### src/rtl/uart_pkg.sv
// Shared types and constants for the UART transmit stage.
package uart_pkg;

  typedef enum logic [1:0] {
    IDLE  = 2'd0,
    START = 2'd1,
    DATA  = 2'd2,
    STOP  = 2'd3
  } uart_tx_state_t;

  localparam int UART_DATA_BITS            = 8;
  localparam int UART_DEFAULT_CLKS_PER_BIT = 434;

endpackage

### src/rtl/sync_fifo.sv
// Synchronous FIFO with occupancy count; no push-through, so a pushed word is
// visible at pop_data only on the cycle after it is written.
module sync_fifo #(
  parameter int  WIDTH = 8,
  parameter int  DEPTH = 4,
  localparam int CW    = $clog2(DEPTH + 1)
) (
  input  logic             clk,
  input  logic             rst_n,
  input  logic             push,
  input  logic [WIDTH-1:0] push_data,
  input  logic             pop,
  output logic [WIDTH-1:0] pop_data,
  output logic             full,
  output logic             empty,
  output logic [CW-1:0]    count
);

  localparam int AW = (DEPTH > 1) ? $clog2(DEPTH) : 1;

  if (DEPTH < 2 || DEPTH > 16 || (DEPTH & (DEPTH - 1)) != 0) begin : g_depth_chk
    $error("sync_fifo: DEPTH must be a power of two in 2..16");
  end

  logic [WIDTH-1:0] mem [DEPTH];
  logic [AW-1:0]    wr_ptr;
  logic [AW-1:0]    rd_ptr;
  logic             push_ok;
  logic             pop_ok;

  assign full     = (count == CW'(DEPTH));
  assign empty    = (count == '0);
  assign push_ok  = push && !full;
  assign pop_ok   = pop && !empty;
  assign pop_data = mem[rd_ptr];

  always_ff @(posedge clk) begin
    if (push_ok) begin
      mem[wr_ptr] <= push_data;
    end
  end

  // Pointers are exactly log2(DEPTH) bits wide, so they wrap for free.
  always_ff @(posedge clk) begin
    if (!rst_n) begin
      wr_ptr <= '0;
      rd_ptr <= '0;
      count  <= '0;
    end else begin
      if (push_ok) wr_ptr <= wr_ptr + 1'b1;
      if (pop_ok)  rd_ptr <= rd_ptr + 1'b1;
      case ({push_ok, pop_ok})
        2'b10:   count <= count + 1'b1;
        2'b01:   count <= count - 1'b1;
        default: count <= count;
      endcase
    end
  end

endmodule

### src/rtl/uart_tx_stage.sv
// 8N1 UART transmitter fed from a small byte FIFO; frames go out LSB first and
// back-to-back while the FIFO stays non-empty.
module uart_tx_stage
  import uart_pkg::*;
#(
  parameter int CLKS_PER_BIT = UART_DEFAULT_CLKS_PER_BIT,
  parameter int FIFO_DEPTH   = 4
) (
  input  logic                              clk,
  input  logic                              rst_n,
  input  logic [7:0]                        in_data,
  input  logic                              in_valid,
  output logic                              in_ready,
  output logic                              tx,
  output logic                              busy,
  output logic [$clog2(FIFO_DEPTH+1)-1:0]   fifo_count
);

  localparam int CW = $clog2(FIFO_DEPTH + 1);
  localparam int BW = (CLKS_PER_BIT > 2) ? $clog2(CLKS_PER_BIT) : 1;
  localparam int IW = $clog2(UART_DATA_BITS);
  localparam logic [BW-1:0] BAUD_RELOAD = BW'(CLKS_PER_BIT - 1);
  localparam logic [IW-1:0] LAST_BIT    = IW'(UART_DATA_BITS - 1);

  if (CLKS_PER_BIT < 2) begin : g_cpb_chk
    $error("uart_tx_stage: CLKS_PER_BIT must be >= 2");
  end

  uart_tx_state_t            state, state_d;
  logic [BW-1:0]             baud_cnt, baud_cnt_d;
  logic [IW-1:0]             bit_idx, bit_idx_d;
  logic [UART_DATA_BITS-1:0] shift, shift_d;
  logic                      tx_d;
  logic                      busy_d;
  logic                      push;
  logic                      pop;
  logic                      bit_end;
  logic                      fifo_full;
  logic                      fifo_empty;
  logic [7:0]                fifo_data;

  assign in_ready = !fifo_full;
  assign push     = in_valid && in_ready;
  assign bit_end  = (baud_cnt == '0);

  sync_fifo #(
    .WIDTH (8),
    .DEPTH (FIFO_DEPTH)
  ) u_fifo (
    .clk       (clk),
    .rst_n     (rst_n),
    .push      (push),
    .push_data (in_data),
    .pop       (pop),
    .pop_data  (fifo_data),
    .full      (fifo_full),
    .empty     (fifo_empty),
    .count     (fifo_count)
  );

  always_ff @(posedge clk) begin
    if (!rst_n) begin
      state    <= IDLE;
      baud_cnt <= '0;
      bit_idx  <= '0;
      shift    <= '0;
      tx       <= 1'b1;
      busy     <= 1'b0;
    end else begin
      state    <= state_d;
      baud_cnt <= baud_cnt_d;
      bit_idx  <= bit_idx_d;
      shift    <= shift_d;
      tx       <= tx_d;
      busy     <= busy_d;
    end
  end

  always_comb begin
    state_d    = state;
    baud_cnt_d = baud_cnt;
    bit_idx_d  = bit_idx;
    shift_d    = shift;
    pop        = 1'b0;

    case (state)
      IDLE: begin
        if (!fifo_empty) begin
          pop        = 1'b1;
          shift_d    = fifo_data;
          baud_cnt_d = BAUD_RELOAD;
          state_d    = START;
        end
      end
      START: begin
        if (bit_end) begin
          baud_cnt_d = BAUD_RELOAD;
          bit_idx_d  = '0;
          state_d    = DATA;
        end else begin
          baud_cnt_d = baud_cnt - 1'b1;
        end
      end
      DATA: begin
        if (bit_end) begin
          baud_cnt_d = BAUD_RELOAD;
          shift_d    = shift >> 1;
          if (bit_idx == LAST_BIT) begin
            state_d = STOP;
          end else begin
            bit_idx_d = bit_idx + 1'b1;
          end
        end else begin
          baud_cnt_d = baud_cnt - 1'b1;
        end
      end
      STOP: begin
        if (bit_end) begin
          baud_cnt_d = BAUD_RELOAD;
          if (!fifo_empty) begin
            pop     = 1'b1;
            shift_d = fifo_data;
            state_d = START;
          end else begin
            state_d = IDLE;
          end
        end else begin
          baud_cnt_d = baud_cnt - 1'b1;
        end
      end
      default: state_d = IDLE;
    endcase
  end

  // tx and busy are registered from next-state values so the line level
  // changes on the same edge as the state it belongs to.
  always_comb begin
    tx_d = 1'b1;
    case (state_d)
      START:   tx_d = 1'b0;
      DATA:    tx_d = shift_d[0];
      default: tx_d = 1'b1;
    endcase
    busy_d = (state_d != IDLE) || push || (fifo_count > CW'(pop));
  end

endmodule
### config.mk
export PLATFORM = sky130hd
export DESIGN_NAME = uart_tx_stage
export DESIGN_NICKNAME = d
export VERILOG_FILES = /design/src/rtl/uart_pkg.sv /design/src/rtl/sync_fifo.sv /design/src/rtl/uart_tx_stage.sv
export SDC_FILE = /design/constraint.sdc
export NUM_CORES = 1
export LEC_CHECK = 0
export ABC_AREA = 0
export ABC_CLOCK_PERIOD_IN_PS = 3170
export BUFFER_PORTS_ARGS = -buffer_cell sky130_fd_sc_hd__buf_2
export CAP_MARGIN = 40
export CORE_UTILIZATION = 40
export DETAILED_ROUTE_END_ITERATION = 7
export GPL_ROUTABILITY_DRIVEN = 0
export PLACE_DENSITY = 0.56
export SLEW_MARGIN = 5
export SYNTH_ARGS = -nofsm -noshare
export SYNTH_HDL_FRONTEND = slang
export SYNTH_HIERARCHICAL = 1
export SYNTH_SLANG_ARGS = --single-unit
### constraint.sdc
create_clock -name clk -period 3.17 [get_ports clk]
set_input_delay 0.4755 -clock clk [delete_from_list [all_inputs] [get_ports clk]]
set_output_delay 0.4755 -clock clk [all_outputs]
set_load 0.1 [all_outputs]
[After elaboration in Yosys (flattened, before gate mapping)]
Memories as Yosys holds them, arrays and structs flattened. A register that Yosys moved wholly into a read port is not among the register bits.
Index checks and enable logic that the tools add are counted.
Storage, ports and cells
  word-level logic and storage cells: 76
  bits in writable memories: 32
  input bits: 11
  memories kept: 1
  register bits after elaboration: 31
  output and inout port bits: 6
Operators by class
  multiplexer cells: 27
  reductions and logical operators: 17
  equality and inequality tests: 14
  order comparisons: 1
  add/subtract/negate cells: 6
Memory list
  u_fifo.mem: words 4, width 8, rd ports 1, clocked after Yosys merged registers in 1, wr ports 1, line sync_fifo.sv:25  | logic [WIDTH-1:0] mem [DEPTH];
Operator list (count)
  8-bit two-way mux: 3
  8-bit case mux with 3 select lines: 1
  9-bit two-way mux: 2
  9-bit case mux with 2 select lines: 1
  2-bit two-way mux: 7
  3-bit case mux with 2 select lines: 2
  2-bit != test (second input constant): 5
  9-bit logical NOT: 1
  3-bit two-way mux: 3
  9-bit by 1-bit subtractor with 9-bit output (second input constant): 1
  2-bit equality test (second input constant): 4
  2-bit case mux with 4 select lines: 1
  3-bit by 1-bit adder with 3-bit output (second input constant): 2
  2-bit by 1-bit equality test with 1-bit output (second input constant): 3
  3-bit equality test (second input constant): 2
  2-bit nonzero test: 3
  1-bit two-way mux: 5
  2-bit by 1-bit adder with 2-bit output (second input constant): 2
  1-bit case mux with 2 select lines: 2
  4-bit AND reduction: 1
  3-bit by 1-bit greater-than comparator with 1-bit output: 1
  1-bit logical AND: 3
  3-bit logical NOT: 1
  3-bit AND reduction: 1
  other kinds (6): 8

[Logic depth before layout (Yosys ltp)]
  word-level depth: 7
  gate-level depth with buffers: 14
  gate-level depth less buffers: 13

[Modules after synthesis]
Netlist, hierarchy kept.
Modules (own cells, without submodules)
  sync_fifo: sequential area each 1141.1 um^2, times used 1, area each 1644.1 um^2, cells each 96
  uart_tx_stage: sequential area each 480.5 um^2, times used 1, area each 1452.6 um^2, cells each 158

[Least setup slack after synthesis]
Ideal clock, no wire load.
  path kind: reg2reg
  start: register u_fifo.count[0]
  end: register u_fifo.count[2]
  path buffers: 2
  period minus slack after synthesis: 3.438 ns
  library setup time: 0.070 ns
  arrival time: 3.368 ns
  required time: 3.100 ns
  slack: -0.268 ns
  stages on the path, launching flop included: 12
  cells stage by stage: dfxtp_1 nor3_2 buf_2 clkbuf_1 nor3_1 nor2b_1 ha_1 inv_1 fa_1 xor2_1 or3_1 a21boi_1
Between the ends
  cells in the longest elaborated chain, start to end: 7
  elaborated cells on any way between the ends: 16
  classes of those cells: add/sub (2); eq/ne (3); mux (4); reduce/logical (7)
Ends and longest elaborated chain
  start, declared: line sync_fifo.sv:16  | output logic [CW-1:0] count
  start signal, assigned: line sync_fifo.sv:53  | 2'b10: count <= count + 1'b1;
  start signal, assigned: line sync_fifo.sv:54  | 2'b01: count <= count - 1'b1;
  start signal, assigned: line sync_fifo.sv:55  | default: count <= count;
  3-bit logical NOT (*): line sync_fifo.sv:32  | assign empty = (count == '0);
  named net fifo_empty: line uart_tx_stage.sv:39  | logic fifo_empty;
  1-bit two-way mux (*): line uart_tx_stage.sv:88, uart_tx_stage.sv:120
  1-bit two-way mux: line uart_tx_stage.sv:118  | if (bit_end) begin
  1-bit case mux with 2 select lines (*): line uart_tx_stage.sv:86  | case (state)
  named net pop: line uart_tx_stage.sv:36  | logic pop;
  1-bit logical AND (*): line sync_fifo.sv:34  | assign pop_ok = pop && !empty;
  named net u_fifo.pop_ok: line sync_fifo.sv:29  | logic pop_ok;
  2-bit by 1-bit equality test with 1-bit output / 2-bit equality test (equally long branches): line sync_fifo.sv:52  | case ({push_ok, pop_ok})
  3-bit case mux with 2 select lines / 2-bit nonzero test (equally long branches)
The timed path passes the listed nets; every way through them passes the cells marked *.
A chain may end at the register's enable or synchronous reset.

[Worst setup path after layout]
  start: register baud_cnt[0]
  end: register u_fifo.count[2]
Between the ends
  cells in the longest elaborated chain, start to end: 6
  elaborated cells on any way between the ends: 8
  classes of those cells: eq/ne (2); mux (3); reduce/logical (3)
Ends and longest elaborated chain
  start, declared: line uart_tx_stage.sv:30  | logic [BW-1:0] baud_cnt, baud_cnt_d;
  start signal, assigned: line uart_tx_stage.sv:71  | baud_cnt <= baud_cnt_d;
  9-bit logical NOT (*): line uart_tx_stage.sv:44  | assign bit_end = (baud_cnt == '0);
  1-bit two-way mux (*): line uart_tx_stage.sv:118
  1-bit case mux with 2 select lines (*): line uart_tx_stage.sv:86
  named net pop: line uart_tx_stage.sv:36
  1-bit logical AND (*): line sync_fifo.sv:34
  named net u_fifo.pop_ok: line sync_fifo.sv:29
  2-bit by 1-bit equality test with 1-bit output / 2-bit equality test (equally long branches): line sync_fifo.sv:52
  3-bit case mux with 2 select lines / 2-bit nonzero test (equally long branches)
Marked as above.

==> out/qor.csv <==
stage;metric;value;unit
outcome;outcome;finished, final reports clean;
critical_path;path_delay_family;simple AND/OR/NAND/NOR gates;
cts;ctsHoldBuffers;0;
cells_and_area;antenna_cells;0;
critical_path;cp_cell_sequence;inv_1, ha_1, nor4b_4, and2_4, a21oi_4, nor3_1, nor2b_2, ha_1, inv_1, fa_1, xor2_1, or3_1, a21boi_1;
cts;clock-root-buffer;clkbuf_8;
run;cap_violations;0;
grt;antenna_found_initial;0;
logic_synthesis;synthFlopType;dfxtp_1;
cells_and_area;fin_cells;378;
timing;hold_violations;0;
cts;tritoncts;done;
critical_path;critPathCaptureType;flip-flop;
die;dieArea;8100;sq um
logic_synthesis;synth_edf_count;32;
critical_path;required;3430;ps
logic_synthesis;yosys_warnings;6;
cts;cts-htree-levels;3;
critical_path;start_kind;flip-flop;
die;core;7370;sq um
cells_and_area;num-nets-final;301;
power;power_density;944;nW/um^2
grt;grt_usage;0.147;
logic_synthesis;ys_seq_elements;65;
die;std_cell_rows;31;
min_path;hp-class;in2reg;
critical_path;worstPathArrival;3250;ps
timing;fin_setup_tns;0;ps
cells_and_area;utilization;0.473;
route;drt_first_iter_violations;81;
cells_and_area;drive_above_1_share;0.229;
route;dr.pass1.iters;5;
die;io_pins;17;
cts;path_clk_slew;80;ps
timing;worstMarginPinSlew;503;ps
placement;placedCellCount;360;
grt;grt_pass1_vias;1917;
cts;clkLatencyLatePin;340;ps
placement;dp_hpwl;3.72;mm
cells_and_area;layout_commonest_cell;edfxtp_1;
die;die_x;90.0;um
timing;final_max_slew_viol_count;0;
cts;cts.sinks;65;
logic_synthesis;syn-cell-area;3100;sq um
die;start_util;0.420;
critical_path;cpPeakStageDelay;370;ps
grt;gr-total-overflow;0;
cells_and_area;multi_input_area;1350;sq um
logic_synthesis;syn_nets;281;
logic_synthesis;async_flop_share;0;
power;ir_drop;0.356;mV
route;ant_nets;0;
route;viasPerCell;5.11;
cells_and_area;fill_cells;687;
timing;finalCritPeriodShare;0.943;
cells_and_area;area_growth;12.6;%
route;wirelength;5.46;mm
cells_and_area;ff_latch_area;1630;sq um
critical_path;critPathBufInv;2;
logic_synthesis;synth_area_per_cell;12.2;sq um
critical_path;crit_slowest_cell;fa_1;
critical_path;crit_type;reg2reg;
die;die_h;90.0;um
power;p_leak;1.31;nW
placement;numPortBuffers;16;
logic_synthesis;syn_inst;254;
timing;slew_headroom;0.664;
cells_and_area;final_cell_mix;edfxtp_1, dfxtp_1, nand2_1;
cts;cts_inserted_buffers;9;
route;wire_per_inst;14.4;um
logic_synthesis;ys_seq_area_frac;0.524;
timing;finalCriticalPeriod;2990;ps
route;vias;1933;
grt;grt_pass1_wl;9.25;mm
timing;setup_viol;0;
timing;max_freq;335;MHz
grt;grt_max_degree;20;
critical_path;crit_path_max_fanout;8;
cts;clock_path_buffers;2;
logic_synthesis;synth_cell_types;54;
critical_path;r2r_slack;180;ps
route;drc_errors;0;
timing;skew;7.11;ps
-- final timing paths --
check        depth (start not counted)                      endpoint                startpoint
max                                 13  u_fifo/count[2]$_SDFFE_PN0P_  baud_cnt[0]$_SDFFE_PN0P_
min                                  1    u_fifo/mem[1][6]$_DFFE_PP_                in_data[6]
max reg2reg                         13  u_fifo/count[2]$_SDFFE_PN0P_  baud_cnt[0]$_SDFFE_PN0P_
min reg2reg                          2       bit_idx[1]$_SDFFE_PN0P_   bit_idx[1]$_SDFFE_PN0P_
-- layer usage --
layer / share of wire / vias to the layer above / global-route usage / wire [um]
met5: 0 / - / 0 / 0
met4: 0.018 / 0 / 0.0847 / 99
met3: 0.023 / 8 / 0.0279 / 128
met2: 0.46 / 23 / 0.229 / 2510
met1: 0.50 / 929 / 0.191 / 2720
li1: - / 973 / - / -
-- metrics by stage --
step                setup WS (ps)  total power (W)  hold WS [ps]  cell area, sq um
finish                        182          0.00329           343              3490
global route                -14.1          0.00351           334              3490
CTS                          72.2          0.00330           324              3470
detailed placement            116          0.00255           452              3260
global placement              186          0.00255           444              3260
floorplan                     100          0.00230           436              3100
-- repair_timing --
item,CTS,global route
buffers inserted,0,2
gates resized for setup,0,1
setup endpoints to repair,0,1
-- where the power goes --
| group | switching (W) | internal [W] |
|---|---|---|
| Combinational | 0.000783 | 0.000556 |
| Clock | 0.000352 | 0.000378 |
| Sequential | 0.000148 | 0.00107 |
-- sequential cells by signal (all words and copies together) (netlist names), named ones only --
| register | count |
|---|---|
| baud_cnt | 9 |
| bit_idx | 3 |
| busy | 1 |
| shift | 8 |
| state | 2 |
| tx | 1 |
| u_fifo/count | 3 |
| u_fifo/mem | 32 |
| u_fifo/rd_ptr | 2 |
| u_fifo/wr_ptr | 2 |
-- kinds of logic after synthesis --
logic type / count (synthesis) / synth area share
DFF: 65 / 0.524
adders and majority gates: 16 / 0.0671
AOI/OAI and AO/OA: 51 / 0.124
xor gates and xnor gates: 8 / 0.0226
and+or+nand+nor: 70 / 0.135
muxes: 17 / 0.0873
buffers and inverters: 27 / 0.0400
-- cells in the mapped netlist (4+ instances only) --
cell	number	share of area
nor2b_1	5	0.010
edfxtp_1	32	0.31
nor2_1	14	0.017
xnor2_1	4	0.011
mux2i_1	9	0.029
clkbuf_1	8	0.0097
and2_1	8	0.016
a22o_1	6	0.017
nor3_1	5	0.0081
ha_1	15	0.061
inv_1	13	0.016
o21ai_0	8	0.013
o2bb2ai_1	5	0.014
nand2_1	18	0.022
dfxtp_1	33	0.21
a21oi_1	9	0.015
mux4_2	8	0.058
xor2_1	4	0.011
-- layout make-up --
cell class | instances | share of cell area
clock buffer | 9 | 0.0355
clock inverter | 7 | 0.0237
inverter | 14 | 0.0151
multi-input combinational | 162 | 0.388
sequential | 65 | 0.466
tap | 99 | 0.0355
timing repair buffer | 22 | 0.0359
(Power assumes the default switching activity.)
